===== config.mk =====
export PLATFORM = sky130hd
export DESIGN_NAME = rdi_ltsm_cmd_arbiter
export DESIGN_NICKNAME = d
export VERILOG_FILES = /design/src/rtl/rdi_ltsm_cmd_arbiter.sv
export SDC_FILE = /design/constraint.sdc
export NUM_CORES = 1
export LEC_CHECK = 0
export ABC_AREA = 0
export ABC_CLOCK_PERIOD_IN_PS = 5100
export BUFFER_PORTS_ARGS = -buffer_cell sky130_fd_sc_hd__buf_4
export CORE_MARGIN = 4
export CORE_UTILIZATION = 35
export CTS_CLUSTER_SIZE = 14
export DETAILED_ROUTE_END_ITERATION = 8
export PLACE_DENSITY = 0.6
export SLEW_MARGIN = 0
export SYNTH_ARGS = -nofsm -noshare
export SYNTH_HDL_FRONTEND = slang
export SYNTH_SLANG_ARGS = --single-unit

===== constraint.sdc =====
create_clock -name i_clk -period 5.1 [get_ports i_clk]
set_input_delay 0.51 -clock i_clk [delete_from_list [all_inputs] [get_ports i_clk]]
set_output_delay 0.51 -clock i_clk [all_outputs]
set_load 0.05 [all_outputs]

===== src/rtl/rdi_ltsm_cmd_arbiter.sv =====
// Fixed-priority sequencer for RDI-to-LTSM state commands on lclk; one go_to_* level at a time with hold and gap.
// Optional ack timeout (escalating to LinkError) is built when RDI_ARB_TIMEOUT_EN is defined.
module rdi_ltsm_cmd_arbiter #(
  parameter int HOLD_MIN    = 4,
  parameter int GAP_CYC     = 3,
  parameter int TIMEOUT_CYC = 1024,
  parameter int CNT_W       = 11
) (
  input  logic       i_clk,
  input  logic       i_rst_n,
  input  logic [6:0] i_req,
  input  logic       i_ack,
  output logic       o_go_to_linkerror,
  output logic       o_go_to_reset,
  output logic       o_go_to_l2,
  output logic       o_go_to_l1,
  output logic       o_go_to_retrain,
  output logic       o_go_to_training,
  output logic       o_go_to_active,
  output logic [2:0] o_grant_id,
  output logic       o_busy,
  output logic       o_done,
  output logic       o_abort,
  output logic       o_timeout,
  output logic [6:0] o_pending,
  output logic [2:0] o_dbg_state
);

  typedef enum logic [2:0] {
    S_IDLE     = 3'd0,
    S_ISSUE    = 3'd1,
    S_WAIT_ACK = 3'd2,
    S_RELEASE  = 3'd3,
    S_GAP      = 3'd4
  } state_t;

  localparam int L_MAX_HG = (HOLD_MIN > GAP_CYC) ? HOLD_MIN : GAP_CYC;
  localparam int L_MAX    = (L_MAX_HG > TIMEOUT_CYC) ? L_MAX_HG : TIMEOUT_CYC;
  localparam logic [CNT_W-1:0] L_CNT_SAT   = CNT_W'(L_MAX);
  localparam logic [CNT_W-1:0] L_HOLD_LAST = CNT_W'(HOLD_MIN - 1);
  localparam logic [CNT_W-1:0] L_GAP_LAST  = CNT_W'(GAP_CYC - 1);
  localparam logic [2:0]       L_NO_GRANT  = 3'd7;

  state_t           r_state;
  logic [6:0]       r_pending;
  logic [6:0]       r_go;
  logic [2:0]       r_grant;
  logic [CNT_W-1:0] r_cnt;
  logic             r_done;
  logic             r_abort;

  logic [2:0]       w_win_id;
  logic             w_grant_now;
  logic             w_accept;
  logic             w_preempt;
  logic             w_to_hit;
  logic [6:0]       w_clr;
  logic [6:0]       w_set;

  // Lowest set index wins, so linkerror (bit 0) always has top priority.
  always_comb begin
    w_win_id = 3'd0;
    for (int k = 6; k >= 0; k--) begin
      if (r_pending[k]) w_win_id = 3'(k);
    end
  end

  // Handshake: a go_to_* level and i_ack form a 4-phase pair. The level rises,
  // ack rises once the LTSM reaches the target, the level falls, then ack falls.
  assign w_grant_now = (r_state == S_IDLE) && (|r_pending);
  assign w_accept    = (r_state == S_WAIT_ACK) && i_ack && (r_cnt >= L_HOLD_LAST);
  assign w_preempt   = (r_state == S_WAIT_ACK) && !w_accept && r_pending[0] &&
                       (r_grant != 3'd0);

`ifdef RDI_ARB_TIMEOUT_EN
  localparam logic [CNT_W-1:0] L_TO_LAST = CNT_W'(TIMEOUT_CYC - 1);
  logic r_timeout;
  assign w_to_hit  = (r_state == S_WAIT_ACK) && !w_accept && !w_preempt &&
                     (r_cnt == L_TO_LAST);
  assign w_set     = i_req | {6'b0, w_to_hit};
  assign o_timeout = r_timeout;
`else
  assign w_to_hit  = 1'b0;
  assign w_set     = i_req;
  assign o_timeout = 1'b0;
`endif

  assign w_clr = w_grant_now ? (7'b000_0001 << w_win_id) : 7'b0;

  always_ff @(posedge i_clk or negedge i_rst_n) begin
    if (!i_rst_n) begin
      r_state   <= S_IDLE;
      r_pending <= 7'b0;
      r_go      <= 7'b0;
      r_grant   <= L_NO_GRANT;
      r_cnt     <= '0;
      r_done    <= 1'b0;
      r_abort   <= 1'b0;
`ifdef RDI_ARB_TIMEOUT_EN
      r_timeout <= 1'b0;
`endif
    end else begin
      // A new request on the bit being cleared wins, so nothing is dropped.
      r_pending <= (r_pending & ~w_clr) | w_set;
      r_done    <= 1'b0;
      r_abort   <= 1'b0;
`ifdef RDI_ARB_TIMEOUT_EN
      r_timeout <= 1'b0;
`endif
      case (r_state)
        S_IDLE: begin
          if (w_grant_now) begin
            r_grant <= w_win_id;
            r_state <= S_ISSUE;
          end
        end
        S_ISSUE: begin
          r_go    <= 7'b000_0001 << r_grant;
          r_cnt   <= '0;
          r_state <= S_WAIT_ACK;
        end
        S_WAIT_ACK: begin
          if (r_cnt < L_CNT_SAT) r_cnt <= r_cnt + CNT_W'(1);
          if (w_accept) begin
            r_done  <= 1'b1;
            r_go    <= 7'b0;
            r_state <= S_RELEASE;
          end else if (w_preempt) begin
            r_abort <= 1'b1;
            r_go    <= 7'b0;
            r_state <= S_RELEASE;
          end else if (w_to_hit) begin
`ifdef RDI_ARB_TIMEOUT_EN
            r_timeout <= 1'b1;
`endif
            r_go    <= 7'b0;
            r_state <= S_RELEASE;
          end
        end
        S_RELEASE: begin
          r_go <= 7'b0;
          if (!i_ack) begin
            r_cnt   <= '0;
            r_state <= S_GAP;
          end
        end
        S_GAP: begin
          if (r_cnt >= L_GAP_LAST) begin
            r_grant <= L_NO_GRANT;
            r_state <= S_IDLE;
          end else begin
            r_cnt <= r_cnt + CNT_W'(1);
          end
        end
        default: begin
          r_go    <= 7'b0;
          r_grant <= L_NO_GRANT;
          r_state <= S_IDLE;
        end
      endcase
    end
  end

  assign o_go_to_linkerror = r_go[0];
  assign o_go_to_reset     = r_go[1];
  assign o_go_to_l2        = r_go[2];
  assign o_go_to_l1        = r_go[3];
  assign o_go_to_retrain   = r_go[4];
  assign o_go_to_training  = r_go[5];
  assign o_go_to_active    = r_go[6];
  assign o_grant_id        = r_grant;
  assign o_busy            = (r_state != S_IDLE);
  assign o_done            = r_done;
  assign o_abort           = r_abort;
  assign o_pending         = r_pending;
  assign o_dbg_state       = r_state;

endmodule


==> impl_metrics.env <==
export IMPL_status="finished, final reports clean"
export IMPL_synth_ff_latch_count=33
export IMPL_core_area_um2=4444
export IMPL_relSlewSlack_pct=34.85
export IMPL_setup_tns_ns=0
export IMPL_synth_compound_area_share_pct=23.00
export IMPL_layout_drive_gt1_share_pct=25.13
export IMPL_ios=34
export IMPL_crit_path_start_kind="flop"
export IMPL_synth_top_family_by_area="compound AO/OA/AOI/OAI gates"
export IMPL_syn_area_per_cell_um2=10.02
export IMPL_gp_routability_congestion=0.8296
export IMPL_period_minus_slack_ns=2.303
export IMPL_fillCellCount=437
export IMPL_synthCells=164
export IMPL_io_buffers=32
export IMPL_yosys_area_share_simple_pct=20.94
export IMPL_hold_path_class="in2async"
export IMPL_worstPathMaxFanout=15
export IMPL_worstSetupPathType="reg2reg"
export IMPL_cts_clk_slew_worst_paths_ns=0.07
export IMPL_drc=0
export IMPL_first_pass_iters=4
export IMPL_nNetsFinal=209
export IMPL_finalHoldViolCount=0
export IMPL_cts_buffers=5
export IMPL_diodes=0
export IMPL_crit_path_top_delay_cell="dfrtp_1"
export IMPL_slowest_delay_ns=0.54
export IMPL_p_clk_share_pct=17.7
export IMPL_die_x_um=76.51
export IMPL_viasPerCell=5.546
export IMPL_required_ns=5.29
export IMPL_area_growth_pct=22.09
export IMPL_dieArea_um2=5854
export IMPL_leakagePower_uw=0.0008699
export IMPL_rows=24
export IMPL_vias=1392
export IMPL_synthAdderAreaFrac_pct=0.7616
export IMPL_grt_max_degree=34
export IMPL_fp_dieH_um=76.51
export IMPL_crit_path_cell_trace="nor4b_1 > nand4_1 > and2_1 > or3b_1 > o41ai_2"
export IMPL_drtIter0Drc=75
export IMPL_grt_pass1_wl_mm=6.789
export IMPL_fmax_mhz=434.1
export IMPL_critPathBufInv=0
export IMPL_htree_levels=2
export IMPL_syn_nets=175
export IMPL_clockBufferDepth=2
export IMPL_critPathArrivalTime_ns=2.49
export IMPL_cts_sinks=33
export IMPL_synth_distinct_cells=45
export IMPL_swShare_pct=47.30
export IMPL_clk_latency_ns=0.28
export IMPL_timing_worst_slew_pin_value_ns=0.9773
export IMPL_max_vdd_ir_drop_v=0.0002356
export IMPL_combPwrFrac_pct=46.4
export IMPL_drv_slew=0
export IMPL_finalSetupViolCount=0
export IMPL_grt_pass1_vias=1442
export IMPL_p_per_area_nw_per_um2=533.7
export IMPL_synthFlopType="dfrtp_1"
export IMPL_async_flop_share_pct=100.0
export IMPL_drtAntennaViolNets=0
export IMPL_wirelength_mm=3.758
export IMPL_skew_ns=0.007085
export IMPL_grt_usage_pct=14.12
export IMPL_synth_edff_count=0
export IMPL_globalRouteOverflowTotal=0
export IMPL_fin_hold_ws_ns=0.1576
export IMPL_rsz0062_at_grt="false"
export IMPL_cts_resized=0
export IMPL_syn_cell_area_um2=1643
export IMPL_cts_setup_buffers=0
export IMPL_end_kind="flop"
export IMPL_drv_cap=0
export IMPL_critPathTopFamily="simple AND/OR/NAND/NOR gates"
export IMPL_ys_seq_area_share_pct=50.50
export IMPL_yosys_warnings=0
export IMPL_cts_hold_buf=0
export IMPL_hpwl_mm=2.752
export IMPL_cts_tree="done"
export IMPL_drt_wirelength_per_cell_um=14.97
export IMPL_power_share_sequential_pct=35.9
export IMPL_synth_mux_area_share_pct=1.904
export IMPL_internal_power_uw=564.2
export IMPL_power_switching_uw=506.3
export IMPL_synthXorXnorAreaFrac_pct=0
export IMPL_antenna_found_initial=0
export IMPL_post_route_period_util_pct=45.16
export IMPL_start_util_pct=36.97
export IMPL_root_buffer="clkbuf_8"
==> final timing paths <==
check	start	to	slack (ns)	cells past startpoint
max	o_dbg_state[0]	r_cnt[8]	2.80	5
min	i_rst_n	r_cnt[2]	0.16	1
max reg2reg	o_dbg_state[0]	r_cnt[8]	2.80	5
min reg2reg	r_go[6]	r_go[6]	0.50	1
max in group asynchronous	i_rst_n	o_grant_id[0]	4.61	1
min in group i_clk	i_req[2]	o_pending[2]	0.40	2
==> power by group through the flow <==
stage	Combinational, uW	Sequential (uW)	Clock, uW
2_1_floorplan	268	482	0
3_3_place_gp	492	386	0
3_5_place_dp	500	389	0
4_1_cts	501	384	195
5_1_grt	539	396	214
6_report	497	385	189
==> cell type report <==
type	instances	area [um^2]	area share, %
sequential	33	829.5	41.36
multi-input combinational	121	769.5	38.37
clock inverter	2	10.01	0.4991
tap	52	65.06	3.244
inverter	5	18.77	0.9357
timing repair buffer	32	240.2	11.98
clock buffer	6	72.57	3.618
==> flip-flops by register name, indices dropped and copies added, names as in the netlist <==
name         count
o_done           1
o_grant_id       3
o_abort          1
r_cnt           11
r_go             7
o_pending        7
o_dbg_state      3
==> routing by layer <==
metal	vias to the layer above	GRT usage, %	routed length [um]
li1	678	-	-
met4	0	6.341	80
met3	9	4.137	184
met5	-	0	0
met2	42	21.70	1770
met1	663	18.32	1723
==> stage by stage <==
step	instance area, um^2	instances	utilization, %	worst slack, ns	total power (uW)
2_1_floorplan	1643	164	-	2.753	750.5
6_report	2006	251	45.13	2.797	1071
3_5_place_dp	1923	243	43.27	2.838	888.7
5_1_grt	2006	251	45.13	2.670	1148
4_1_cts	2006	251	45.13	2.809	1080
3_3_place_gp	1923	243	43.27	2.859	877.8
==> Yosys cell counts, drive strengths merged (2+ instances only) <==
master	instances	area (um^2)
a21o	5	37.54
o31ai	7	52.55
dfstp	3	78.83
o21ai	15	75.07
a22o	6	52.55
mux2i	2	20.02
nor2b	4	25.02
nor3	2	15.01
o41ai	4	57.56
and2	3	18.77
clkbuf	2	7.510
nand4	5	31.28
nor3b	2	15.01
nand3	7	35.03
dfrtp	30	750.7
nand2b	6	37.54
nor4	2	18.77
nor2	16	60.06
buf	3	17.52
nand2	11	41.29
a21oi	7	35.03
inv	5	18.76
==> logic make-up (layout without fill, tap and decap cells) <==
| kind of cell | after synthesis | count (layout) |
|---|---|---|
| other cells | 1 | 1 |
| buf+inv | 10 | 45 |
| fa+ha+maj | 1 | 1 |
| simple gates | 64 | 64 |
| flops | 33 | 33 |
| compound gates | 52 | 52 |
| mux | 3 | 3 |
==> cells in the final DEF, fill, tap and decap left out, drive strengths merged, types with 2 or more instances in the layout <==
cell    netlist  routed
a21oi         7       7
inv           5       5
clkbuf        2       6
o31ai         7       7
dfrtp        30      30
a21o          5       5
nand2b        6       6
o21ai        15      15
dfstp         3       3
nor2b         4       4
a22o          6       6
clkinv        0       2
o41ai         4       4
and2          3       3
nand4         5       5
nor3b         2       2
nand3         7       7
nand2        11      11
mux2i         2       2
nor2         16      16
nor4          2       2
buf           3      32
nor3          2       2
No activity file was read; power rests on OpenSTA's default activity.
